$ cat src/rtl/share_refresh_unit_pkg.sv
// Shared helpers for the share refresh unit: pair enumeration over unordered
// share pairs and the number of random words one refresh consumes.
package share_refresh_unit_pkg;

  localparam int DEFAULT_WIDTH = 8;

  // One fresh random word per unordered share pair.
  function automatic int num_quad(input int n);
    return (n * (n - 1)) / 2;
  endfunction

  // Closed-form index of the unordered pair {i,j}; arguments may come in either order.
  function automatic int pair_index(input int i, input int j, input int n);
    int lo;
    int hi;
    if (i == j) begin
      $error("pair_index: share %0d paired with itself", i);
      return 0;
    end
    lo = (i < j) ? i : j;
    hi = (i < j) ? j : i;
    return (lo * (2 * n - lo - 1)) / 2 + (hi - lo - 1);
  endfunction

endpackage

$ cat src/rtl/share_refresh_fifo2.sv
// Two-entry registered FIFO; the head entry is always driven straight from a
// register so downstream never sees a combinational path from the input.
module share_refresh_fifo2 #(
  parameter int DW = 25
) (
  input  logic          clk,
  input  logic          rst,
  input  logic          push,
  input  logic          pop,
  input  logic [DW-1:0] wr_data,
  output logic [DW-1:0] rd_data,
  output logic          full,
  output logic          empty,
  output logic [1:0]    count
);

  logic [DW-1:0] mem_q [2];
  logic          wr_ptr_q;
  logic          rd_ptr_q;
  logic [1:0]    count_q;
  logic          push_ok;
  logic          pop_ok;

  assign push_ok = push & (count_q != 2'd2);
  assign pop_ok  = pop & (count_q != 2'd0);

  always_ff @(posedge clk) begin
    if (rst) begin
      for (int k = 0; k < 2; k++) begin
        mem_q[k] <= '0;
      end
      wr_ptr_q <= 1'b0;
      rd_ptr_q <= 1'b0;
      count_q  <= 2'd0;
    end else begin
      if (push_ok) begin
        mem_q[wr_ptr_q] <= wr_data;
        wr_ptr_q        <= ~wr_ptr_q;
      end
      if (pop_ok) begin
        rd_ptr_q <= ~rd_ptr_q;
      end
      case ({push_ok, pop_ok})
        2'b10:   count_q <= count_q + 2'd1;
        2'b01:   count_q <= count_q - 2'd1;
        default: count_q <= count_q;
      endcase
    end
  end

  assign rd_data = mem_q[rd_ptr_q];
  assign full    = (count_q == 2'd2);
  assign empty   = (count_q == 2'd0);
  assign count   = count_q;

endmodule

$ cat src/rtl/share_refresh_unit.sv
// Boolean-masking refresh stage: each pair of shares receives the same fresh
// random word, so the XOR of all shares is preserved while every share changes.
module share_refresh_unit
  import share_refresh_unit_pkg::*;
#(
  parameter int NUM_SHARES = 3,
  parameter int WIDTH      = 8,
  parameter int CNT_WIDTH  = 32
) (
  input  logic                                clk_i,
  input  logic                                rst_i,
  input  logic                                refresh_en_i,
  input  logic                                in_valid_i,
  output logic                                in_ready_o,
  input  logic [NUM_SHARES*WIDTH-1:0]         in_shares_i,
  input  logic                                rand_valid_i,
  output logic                                rand_ready_o,
  input  logic [num_quad(NUM_SHARES)*WIDTH-1:0] rand_i,
  output logic                                out_valid_o,
  input  logic                                out_ready_i,
  output logic [NUM_SHARES*WIDTH-1:0]         out_shares_o,
  output logic [CNT_WIDTH-1:0]                refresh_count_o
);

  localparam int SW = NUM_SHARES * WIDTH;

  typedef logic [WIDTH-1:0] bv_w;

  bv_w            pair_word [NUM_SHARES][NUM_SHARES];
  bv_w            mask      [NUM_SHARES];
  logic [SW-1:0]  refreshed;
  logic           space;
  logic           fifo_full;
  logic           fifo_empty;
  logic           accept;
  logic           rand_xfer;
  logic [SW:0]    head;
  logic           unused_head_mode;
  logic [1:0]     unused_fill;
  logic [CNT_WIDTH-1:0] count_q;

  // Handshakes: a transfer happens on a side only when its valid and ready are
  // both high in the same cycle; in refresh mode input and random transfer together.
  assign space        = ~fifo_full;
  assign in_ready_o   = space & ~rst_i & (~refresh_en_i | rand_valid_i);
  assign rand_ready_o = space & ~rst_i & refresh_en_i & in_valid_i;
  assign accept       = in_valid_i & in_ready_o;
  assign rand_xfer    = rand_valid_i & rand_ready_o;

  // pair_word[i][j] is the random word shared by shares i and j (zero on the diagonal).
  for (genvar i = 0; i < NUM_SHARES; i++) begin : g_row
    for (genvar j = 0; j < NUM_SHARES; j++) begin : g_col
      if (i == j) begin : g_diag
        assign pair_word[i][j] = '0;
      end else begin : g_pair
        localparam int P = pair_index(i, j, NUM_SHARES);
        assign pair_word[i][j] = rand_i[P*WIDTH +: WIDTH];
      end
    end
  end

  always_comb begin
    refreshed = '0;
    for (int i = 0; i < NUM_SHARES; i++) begin
      mask[i] = '0;
      for (int j = 0; j < NUM_SHARES; j++) begin
        mask[i] = mask[i] ^ pair_word[i][j];
      end
      refreshed[i*WIDTH +: WIDTH] = in_shares_i[i*WIDTH +: WIDTH]
                                    ^ (refresh_en_i ? mask[i] : '0);
    end
  end

  share_refresh_fifo2 #(
    .DW(SW + 1)
  ) u_fifo (
    .clk     (clk_i),
    .rst     (rst_i),
    .push    (accept),
    .pop     (out_valid_o & out_ready_i),
    .wr_data ({refresh_en_i, refreshed}),
    .rd_data (head),
    .full    (fifo_full),
    .empty   (fifo_empty),
    .count   (unused_fill)
  );

  assign out_valid_o = ~fifo_empty;
  assign {unused_head_mode, out_shares_o} = head;

  always_ff @(posedge clk_i) begin
    if (rst_i) begin
      count_q <= '0;
    end else if (rand_xfer && (count_q != {CNT_WIDTH{1'b1}})) begin
      count_q <= count_q + 1'b1;
    end
  end

  assign refresh_count_o = count_q;

endmodule

$ cat config.mk
export PLATFORM = sky130hd
export DESIGN_NAME = share_refresh_unit
export DESIGN_NICKNAME = d
export VERILOG_FILES = /design/src/rtl/share_refresh_unit_pkg.sv /design/src/rtl/share_refresh_fifo2.sv /design/src/rtl/share_refresh_unit.sv
export SDC_FILE = /design/constraint.sdc
export NUM_CORES = 1
export LEC_CHECK = 0
export CAP_MARGIN = 40
export CORE_ASPECT_RATIO = 1.4
export CORE_MARGIN = 10
export CORE_UTILIZATION = 30
export CTS_CLUSTER_SIZE = 30
export DETAILED_ROUTE_END_ITERATION = 8
export HOLD_SLACK_MARGIN = 0.06
export SYNTH_ARGS = -nofsm -noshare
export SYNTH_HDL_FRONTEND = slang
export SYNTH_SLANG_ARGS = --single-unit
$ cat constraint.sdc
create_clock -name clk_i -period 2.7 [get_ports clk_i]
set_clock_uncertainty 0.15 [all_clocks]
set_input_delay 0.54 -clock clk_i [delete_from_list [all_inputs] [get_ports clk_i]]
set_output_delay 0.54 -clock clk_i [all_outputs]
set_load 0.02 [all_outputs]
==> metrics.txt, run 1 <==
antenna fix cells 0; average routed wire per standard cell 16.9 µm; final setup fails 0; initial antenna violation count 0; I/O pins ~110; clk slew on worst S/H paths ~0.07 ns; Final Critical Period ~2.5 ns; share of cells above drive strength 1 14.7%; Synth Register Bits between 80 and 90; R2R Path Start refresh_count_o[2]; Total Routing Usage GR roughly 13%; Mapped Cells 438; core area ~0.014 mm²; synth warn 0; Num CTS Buffers 9; Slew headroom about half; DR pass1 iterations 6; Hold Vio Cnt, Final 0; crit share post-route between 90 and 100%; Starting Density between 30% and 40%; CP arrival between 2 and 3 ns; CTS H-tree lvls 3; max_cap viols 0; Detail Route Antenna Nets 0; hpwl dp 9660 µm; sequential area share after synthesis 49.3%; die width roughly 120 µm; critical path peak fanout 4; clk buf depth 2; RSZ-0062 raised after global routing no; Die Area roughly 0.02 mm²; Syn Area/Cell 10.1 µm²; actual slew at the worst max-slew pin approximately 0.73 ns; hold buffers post-CTS 0; area delta synth->final 41.2%; Vias approximately 3700; mean number of vias per cell around 5; nature of the critical path startpoint primary input; largest net degree at the start of global routing 38; crit path from rst_i; Die Ht roughly 160 µm; Nets around 620; Rows between 50 and 60; aggregate routed wire length approximately 13000 µm; synth unique cells 41; RePlAce Congestion 0.871; run status complete, no violations; initial drt markers 150; Placed Cells approximately 750; worst hold slack 0.333 ns; Max VDD drop ~0.00026 V; number of global-route vias before repair just under 4000; Root Buffer clkbuf_16; Layout fillers about 1400; top_reg_cell synth edfxtp_1; Slew Limit Fails 0; Lkg Pwr between 2 and 2.5 nW; Worst Hold Class register to register; CTS tree done; pwr/cell area about 590 mW/mm²; Max Fclk ~0.40 GHz; CP required around 2.8 ns; first-pass GRT wire length around 21000 µm; Setup CP Type primary input to register; # DRC 0; Mapped Nets approximately 500; Synth async-reset ratio 0%; Final Non-Filler Cells around 760; EDFF count, synth 48; clock sinks 85; IO Port Bufs about 110; Congestion Overflow GR 0; Critical Path Sink Type register; Synth Cell Area 0.00443 mm²; Worst-Skew Late Latency 0.33 ns; Worst Min Path Start u_fifo.wr_ptr_q
routing by layer:
metal	vias to the layer above	GRT usage (%)	part of all wire (%)
li1	1827	-	-
met1	1772	14.4	41
met2	121	23.0	51
met3	7	4.43	7.0
met4	0	3.11	0.90
met5	-	0	0
logic make-up after synthesis:
family	after synthesis	share of synthesized area (%)
DFF	85	49.3
adders and majority gates	2	0.565
muxes	32	8.03
xor gates and xnor gates	55	10.9
and+or+nand+nor	194	22.8
buffers and inverters	24	2.35
AOI/OAI and AO/OA	46	6.08
critical path, cell delays in order:
cell and delay [ns]:
clkdlybuf4s50_1 0.50, nand2b_4 0.19, or3_1 0.37, or4b_4 0.55, or3_1 0.32, a21oi_1 0.13
Yosys cell counts, types with 2 or more instances:
library cell	count	area (µm²)
nor2_1	65	244
and2_1	5	31.3
and3_2	2	15.0
nand2_1	36	135
o31ai_1	8	60.1
xnor2_1	3	26.3
edfxtp_1	48	1440
nand2b_1	5	31.3
or3_1	11	68.8
or4_1	7	52.6
nor2b_1	5	31.3
nand4_1	14	87.6
and4_1	5	43.8
mux2i_1	4	40.0
a21oi_1	20	100
ha_1	2	25.0
or3_2	3	22.5
nor4_1	5	31.3
xor2_1	52	455
inv_1	3	11.3
and3_1	2	12.5
o21ai_0	14	70.1
and2b_1	2	15.0
nand3_1	13	65.1
and4_2	2	20.0
mux2_2	28	315
dfxtp_1	37	741
clkbuf_1	14	52.6
buf_4	2	15.0
buf_2	5	25.0
nor3_1	6	30.0
layout make-up:
type	count	area (µm²)	area share [%]
Clock buffer	10	229	3.66
Clock inverter	6	93.8	1.50
Inverter	3	11.3	0.180
Multi-Input combinational cell	329	2140	34.2
Sequential cell	85	2180	34.9
Tap cell	189	236	3.78
Timing Repair Buffer	139	1360	21.7
state kept, by name, summed over array words and instances (netlist names), named ones only:
register / flops
u_fifo.count: 2
u_fifo.rd_ptr_q: 1
u_fifo.mem_q: 48
u_fifo.wr_ptr_q: 1
refresh_count_o: 32
path summary, 6_finish.rpt:
| kind | endpoint | cells after the start | slack (ns) |
|---|---|---|---|
| worst max-delay path | refresh_count_o[28] | 6 | 0.20 |
| worst max register to register | refresh_count_o[25] | 5 | 0.29 |
| worst min-delay path | u_fifo.wr_ptr_q | 2 | 0.33 |
| worst min register to register | u_fifo.wr_ptr_q | 2 | 0.33 |
power breakdown:
part / switching (mW) / internal (mW) / leakage (nW) / total, mW
Clock: 0.527 / 0.820 / 0.154 / 1.35
Sequential: 0.0301 / 1.45 / 0.799 / 1.48
Combinational: 0.429 / 0.443 / 1.31 / 0.871
Total: 0.985 / 2.71 / 2.26 / 3.70
metrics by stage:
step | setup TNS (ns) | area, µm² | power, mW | utilization, % | setup WS [ns]
4_1_cts | 0 | 6250 | 3.75 | 43.3 | 0.178
2_1_floorplan | 0 | 4430 | 1.99 | - | 0.235
3_5_place_dp | -1.14 | 5930 | 2.40 | 41.1 | -0.171
5_1_grt | 0 | 6250 | 3.88 | 43.3 | 0.0891
3_3_place_gp | -0.558 | 5930 | 2.39 | 41.1 | -0.106
6_report | 0 | 6250 | 3.70 | 43.3 | 0.197
placed cells by master (no fill, tap or decap), types with 20 or more instances in the layout:
cell,n
clkdlybuf4s50_1,110
nor2_1,65
xor2_1,52
edfxtp_1,48
dfxtp_1,37
nand2_1,36
mux2_2,28
buf_4,24
a21oi_1,20
repair_timing:
item                       CTS  global route
setup buffers                0             0
setup endpoints to repair    2             0
gates resized for setup      2             0
Power figures use the tool's default switching activity.
==> inputs of run 2 (changes only) <==
--- a/config.mk
+++ b/config.mk
@@ -5,10 +5,12 @@
 export SDC_FILE = /design/constraint.sdc
 export NUM_CORES = 1
 export LEC_CHECK = 0
+export ABC_AREA = 1
 export CAP_MARGIN = 40
 export CORE_ASPECT_RATIO = 1.4
 export CORE_MARGIN = 10
 export CORE_UTILIZATION = 30
+export CTS_CLUSTER_DIAMETER = 30
 export CTS_CLUSTER_SIZE = 30
 export DETAILED_ROUTE_END_ITERATION = 8
 export HOLD_SLACK_MARGIN = 0.06
==> run 2 against run 1 <==
Combinational power down 30%. Total power down 7.1%. Flip-flop and latch count unchanged. Non-clock buffer count down 14. Register-to-register slack better by 0.38 ns. Critical path type is now register to output port. Critical endpoint is now out_shares_o[8]. Highest routed layer unchanged.
==> metrics.txt, run 2 <==
commonest non-fill, non-tap cell in the layout nand2_1; Total Routing Usage GR ~13%; synth warn 0; Congestion Overflow GR 0; R2R Path Start refresh_count_o[0]; area delta synth->final 36.1%; share of cells above drive strength 1 under 10%; EDFF count, synth 48; Num CTS Buffers 9; CTS tree done; nature of the critical path startpoint register; Synth Register Bits 85; Vias 4291; Synth async-reset ratio 0%; worst reg2reg path endpoint refresh_count_o[1]; CTS H-tree lvls 3; Placed Cells just over 900; Die Area approximately 0.021 mm²; Die Ht 168 µm; clk buf depth 2; critical path peak fanout 24; hpwl dp around 10000 µm; Crit-path slowest cell clkdlybuf4s50_1; Max VDD drop approximately 0.00031 V; ranking of synthesized cells by area edfxtp_1 31%, dfxtp_1 16%, nand2_1 11%; final setup fails 0; Hold Vio Cnt, Final 0; Worst Min Path Start u_fifo.rd_ptr_q; Hold Path Depth 1; RePlAce Congestion between 0.9 and 1; cells on worst reg2reg path 10; Slew headroom 69.6%; Syn Area/Cell 7.79 µm²; initial antenna violation count 0; RSZ-0062 raised after global routing no; Slew Limit Fails 0; max_cap viols 0; Synth Cell Area between 0.004 and 0.005 mm²; pwr/cell area around 530 mW/mm²; Mapped Nets about 660; first-pass GRT wire length ~22000 µm; top_reg_cell synth edfxtp_1; Synth Area in XOR/XNOR under 10%; mean number of vias per cell ~4.6; Post-synth top cells 141 x nand2_1, 135 x nor2_1, 55 x nand3_1; post-synthesis adder-cell area fraction less than 1%; aggregate routed wire length 13400 µm; Compound-Gate Fraction of Synth Area 4.56%; CP required ~2 ns; largest family of logic cells by synthesized area simple AND/OR/NAND/NOR gates; crit share post-route a little over nine tenths; area leader, netlist edfxtp_1; Starting Density between 30% and 40%; Max Fclk 0.395 GHz; area share of the largest cell type after synthesis just over 30%; largest net degree at the start of global routing 44; core area approximately 0.016 mm²; final setup TNS 0 ns; Rows 54; Detail Route Antenna Nets 0; antenna fix cells 0; Lkg Pwr between 2 and 3 nW; Setup CP Type register to output port; Nets roughly 780; CP arrival 1.84 ns; average routed wire per standard cell 14.6 µm; initial drt markers 250; IO Port Bufs 112; Worst-Skew Late Latency about 0.33 ns; # DRC 0; r2r setup slk ~0.67 ns; DR pass1 iterations 4; clk slew on worst S/H paths approximately 0.07 ns; Final Critical Period around 2.5 ns; run status complete, no violations; Layout fillers around 1600; die width roughly 130 µm; Final Non-Filler Cells between 900 and 1000; Critical Path Sink Type output port; clock sinks 85; CP max stage delay 0.57 ns; Worst Hold Class register to register; most frequent cell after synthesis nand2_1; Synth Area in Simple Gates between 30% and 40%; Cell Chain, Critical Path buf_12 > mux2_2 > clkdlybuf4s50_1; Mapped Cells 606; sequential area share after synthesis 46.2%; Root Buffer clkbuf_16; max FFs per register 48; synth unique cells 25; most frequent cells in the layout 141 x nand2_1, 135 x nor2_1, 110 x clkdlybuf4s50_1; number of global-route vias before repair around 4300; Top reg by flops u_fifo.mem_q; mux cell area share after synthesis under 10%; postcts setup bufs 0; actual slew at the worst max-slew pin 0.456 ns; I/O pins 113
==> run 2: cell count changes in the layout (fill, tap and decap cells not counted), moves of 7 or more <==
cell     previous run  this run
a21oi_1            20        34
xor2_1             52        24
nand3_1            13        55
or3_1              11         0
nand2_1            36       141
o31ai_1             8         0
buf_4              24        10
o21ai_0            14         6
nor2_1             65       135
or4_1               7         0
inv_1               3        49
==> run 2: routing by layer <==
layer	share of wire, %	track usage [%]	vias to the layer above	wire length, µm
met3	9.8	6.07	21	1320
met4	2.4	5.01	0	325
met2	50	22.3	125	6760
met5	0	0	-	0
met1	37	12.8	1949	5040
li1	-	-	2196	-
==> run 2: how the worst max path moves through the flow <==
stage                       from  slack, ns                  to  cells past startpoint
floorplan           refresh_en_i       0.19  u_fifo.mem_q[0][0]                      7
global placement    refresh_en_i      -0.06          in_ready_o                      4
detailed placement  refresh_en_i      -0.05          in_ready_o                      4
CTS                     register       0.14     out_shares_o[8]                      3
global route            register        0.1     out_shares_o[2]                      3
finish                  register       0.17     out_shares_o[8]                      3
==> run 2: metrics by stage <==
step	setup slack, ns	util, %	total power, mW	hold slack (ns)	cell area, µm²
floorplan	0.192	-	1.80	0.276	4720
global placement	-0.0639	39.2	2.10	0.286	6090
detailed placement	-0.0522	39.2	2.10	0.302	6090
CTS	0.137	41.3	3.49	0.311	6420
global route	0.0971	41.3	3.60	0.321	6420
finish	0.170	41.3	3.43	0.314	6420
==> run 2: area by class of cell <==
class	count	area (µm²)	area share (%)
well taps	196	245	3.82
clock buffers	10	239	3.72
inverters	52	195	3.04
clock inverters	6	92.6	1.44
flip-flops and latches	85	2180	34.0
repair buffers	125	1250	19.5
multi-input cells	449	2220	34.5
==> run 2: critical path, delay by kind of cell, from the launching register on <==
kind                   cells  cell delay [ns]
muxes                      1             0.37
buffers and inverters      2             0.76
DFF                        1             0.36
==> run 2: kinds of logic after synthesis <==
group                    Yosys count
AO/OA/AOI/OAI                     42
XOR/XNOR                          24
adder cells (fa/ha/maj)            2
buffers and inverters             72
flip-flops                        85
multiplexers                      24
AND/OR/NAND/NOR                  357
==> run 2: report_power, final <==
part           internal (mW)  leakage [nW]  total (mW)  switching, mW
Combinational          0.294          1.56       0.609          0.314
Sequential              1.43         0.799        1.45         0.0186
Clock                  0.843         0.156        1.37          0.530
Total                   2.57          2.52        3.43          0.863
==> run 2: timing repair <==
| action | 4_1_cts | 5_1_grt |
|---|---|---|
| gates resized for setup | 2 | 0 |
| setup endpoints to repair | 2 | 0 |
| hold buffers | 0 | 0 |
==> inputs of run 3 (changes only) <==
--- a/config.mk
+++ b/config.mk
@@ -17,3 +17,4 @@
 export SYNTH_ARGS = -nofsm -noshare
 export SYNTH_HDL_FRONTEND = slang
 export SYNTH_SLANG_ARGS = --single-unit
+export TNS_END_PERCENT = 30
==> results of run 3 <==
Same layout as run 2: the final DEF is identical, and so are final timing and power.
==> RTL edit: new RTL, config.mk and constraints of run 2 <==
The parameter `CNT_WIDTH` goes from 32 to 16.
--- a/src/rtl/share_refresh_unit.sv
+++ b/src/rtl/share_refresh_unit.sv
@@ -5,7 +5,7 @@
 #(
   parameter int NUM_SHARES = 3,
   parameter int WIDTH      = 8,
-  parameter int CNT_WIDTH  = 32
+  parameter int CNT_WIDTH  = 16
 ) (
   input  logic                                clk_i,
   input  logic                                rst_i,
Interface: changed (resized refresh_count_o); port bits go from 113 to 97. No check against the original RTL was run, so the function may have changed too.
==> RTL edit against run 2 <==
Synthesized cell count fell by 27%; worst setup slack lost 0.050 ns; die area is 16% lower; power decreased by 9.7%; final area is 17% lower; via count is 24% lower; area after synthesis is 18% lower; routed wire length down 21%; sequential cell count decreased by 16; largest power group unchanged.
==> RTL edit: results (changes against run 2) <==
======================================================================================
Grt met1 use                                                                     13.0%   was 12.8%
Sw Ratio                                                                         27.4%   was 25.1%
Seq. cell area                                                             0.00186 mm2   was 0.00218 mm2
Run status                                                                finished clean   unchanged
Max Fanout on Critical Path                                                          3   was 24
Flop pwr share                                                                   40.0%   was 42.3%
Maximum number of pins on one net before global-route repair                        26   was 44
Share of cell area taken by flip-flops and latches                               34.9%   was 34.0%
Post-synthesis sequential element count                                             69   was 85
DRT Wirelength                                                                10600 um   was 13400 um
Data buffer area share                                                           20.4%   was 19.5%
Post-placement cell count                                                          689   was 907
Compound-cell area share of the yosys netlist                                    4.42%   was 4.56%
Final weighted congestion in routability-driven placement                        0.839   was 0.916
Sequential area share after synthesis                                            48.3%   was 46.2%
Multi-input logic cell count                                                       313   was 449
Data arrival at the endpoint of the critical path                              1.89 ns   was 1.84 ns
Met2 usage                                                                       20.5%   was 22.3%
Critical Path Max Stage Delay                                                  0.62 ns   was 0.57 ns
Area used by multi-input combinational logic                               0.00170 mm2   was 0.00222 mm2
Number of global-route vias before repair                                         3374   was 4349
Adder-Cell Fraction of Synth Area                                               0.650%   was 0.530%
Final std cells w/o fill                                                           705   was 923
PortBufs                                                                            96   was 112
Nets@finish                                                                        606   was 778
Worst slew margin relative to its limit                                          74.3%   was 69.6%
Initial antenna violation count                                                      1   was 0
Iteration-0 DRC Markers                                                            113   was 250
Multiplexer share of the synthesized area                                        7.02%   was 5.73%
Number of distinct standard cells referenced by the synthesized netlist             32   was 25
Filler Cell Count                                                                 1207   was 1595
Share of layout cells above drive strength 1                                     12.4%   was 9.77%
Clock group share of total power                                                 39.0%   was 40.0%
Peak VDD IR                                                                     340 uV   was 314 uV
======================================================================================
RTL edit: cell types whose count changed after synthesis, moves of 5 or more:
cell / run 2 / this run
sky130_fd_sc_hd__o21ai_1: 0 / 7
sky130_fd_sc_hd__a21oi_1: 34 / 7
sky130_fd_sc_hd__nor2_1: 135 / 90
sky130_fd_sc_hd__dfxtp_1: 37 / 21
sky130_fd_sc_hd__o21ai_0: 6 / 11
sky130_fd_sc_hd__nand3_1: 55 / 30
sky130_fd_sc_hd__nand2_1: 141 / 91
sky130_fd_sc_hd__buf_2: 10 / 4
sky130_fd_sc_hd__nand4_1: 10 / 2
RTL edit: final timing paths:
kind	startpoint	end	slack, ns	cells after the start
max	rand_valid_i	in_ready_o	0.12	4
min	u_fifo.rd_ptr_q	u_fifo.rd_ptr_q	0.31	1
max reg2reg	u_fifo.count[1]	u_fifo.count[1]	0.74	10
min reg2reg	u_fifo.rd_ptr_q	u_fifo.rd_ptr_q	0.31	1
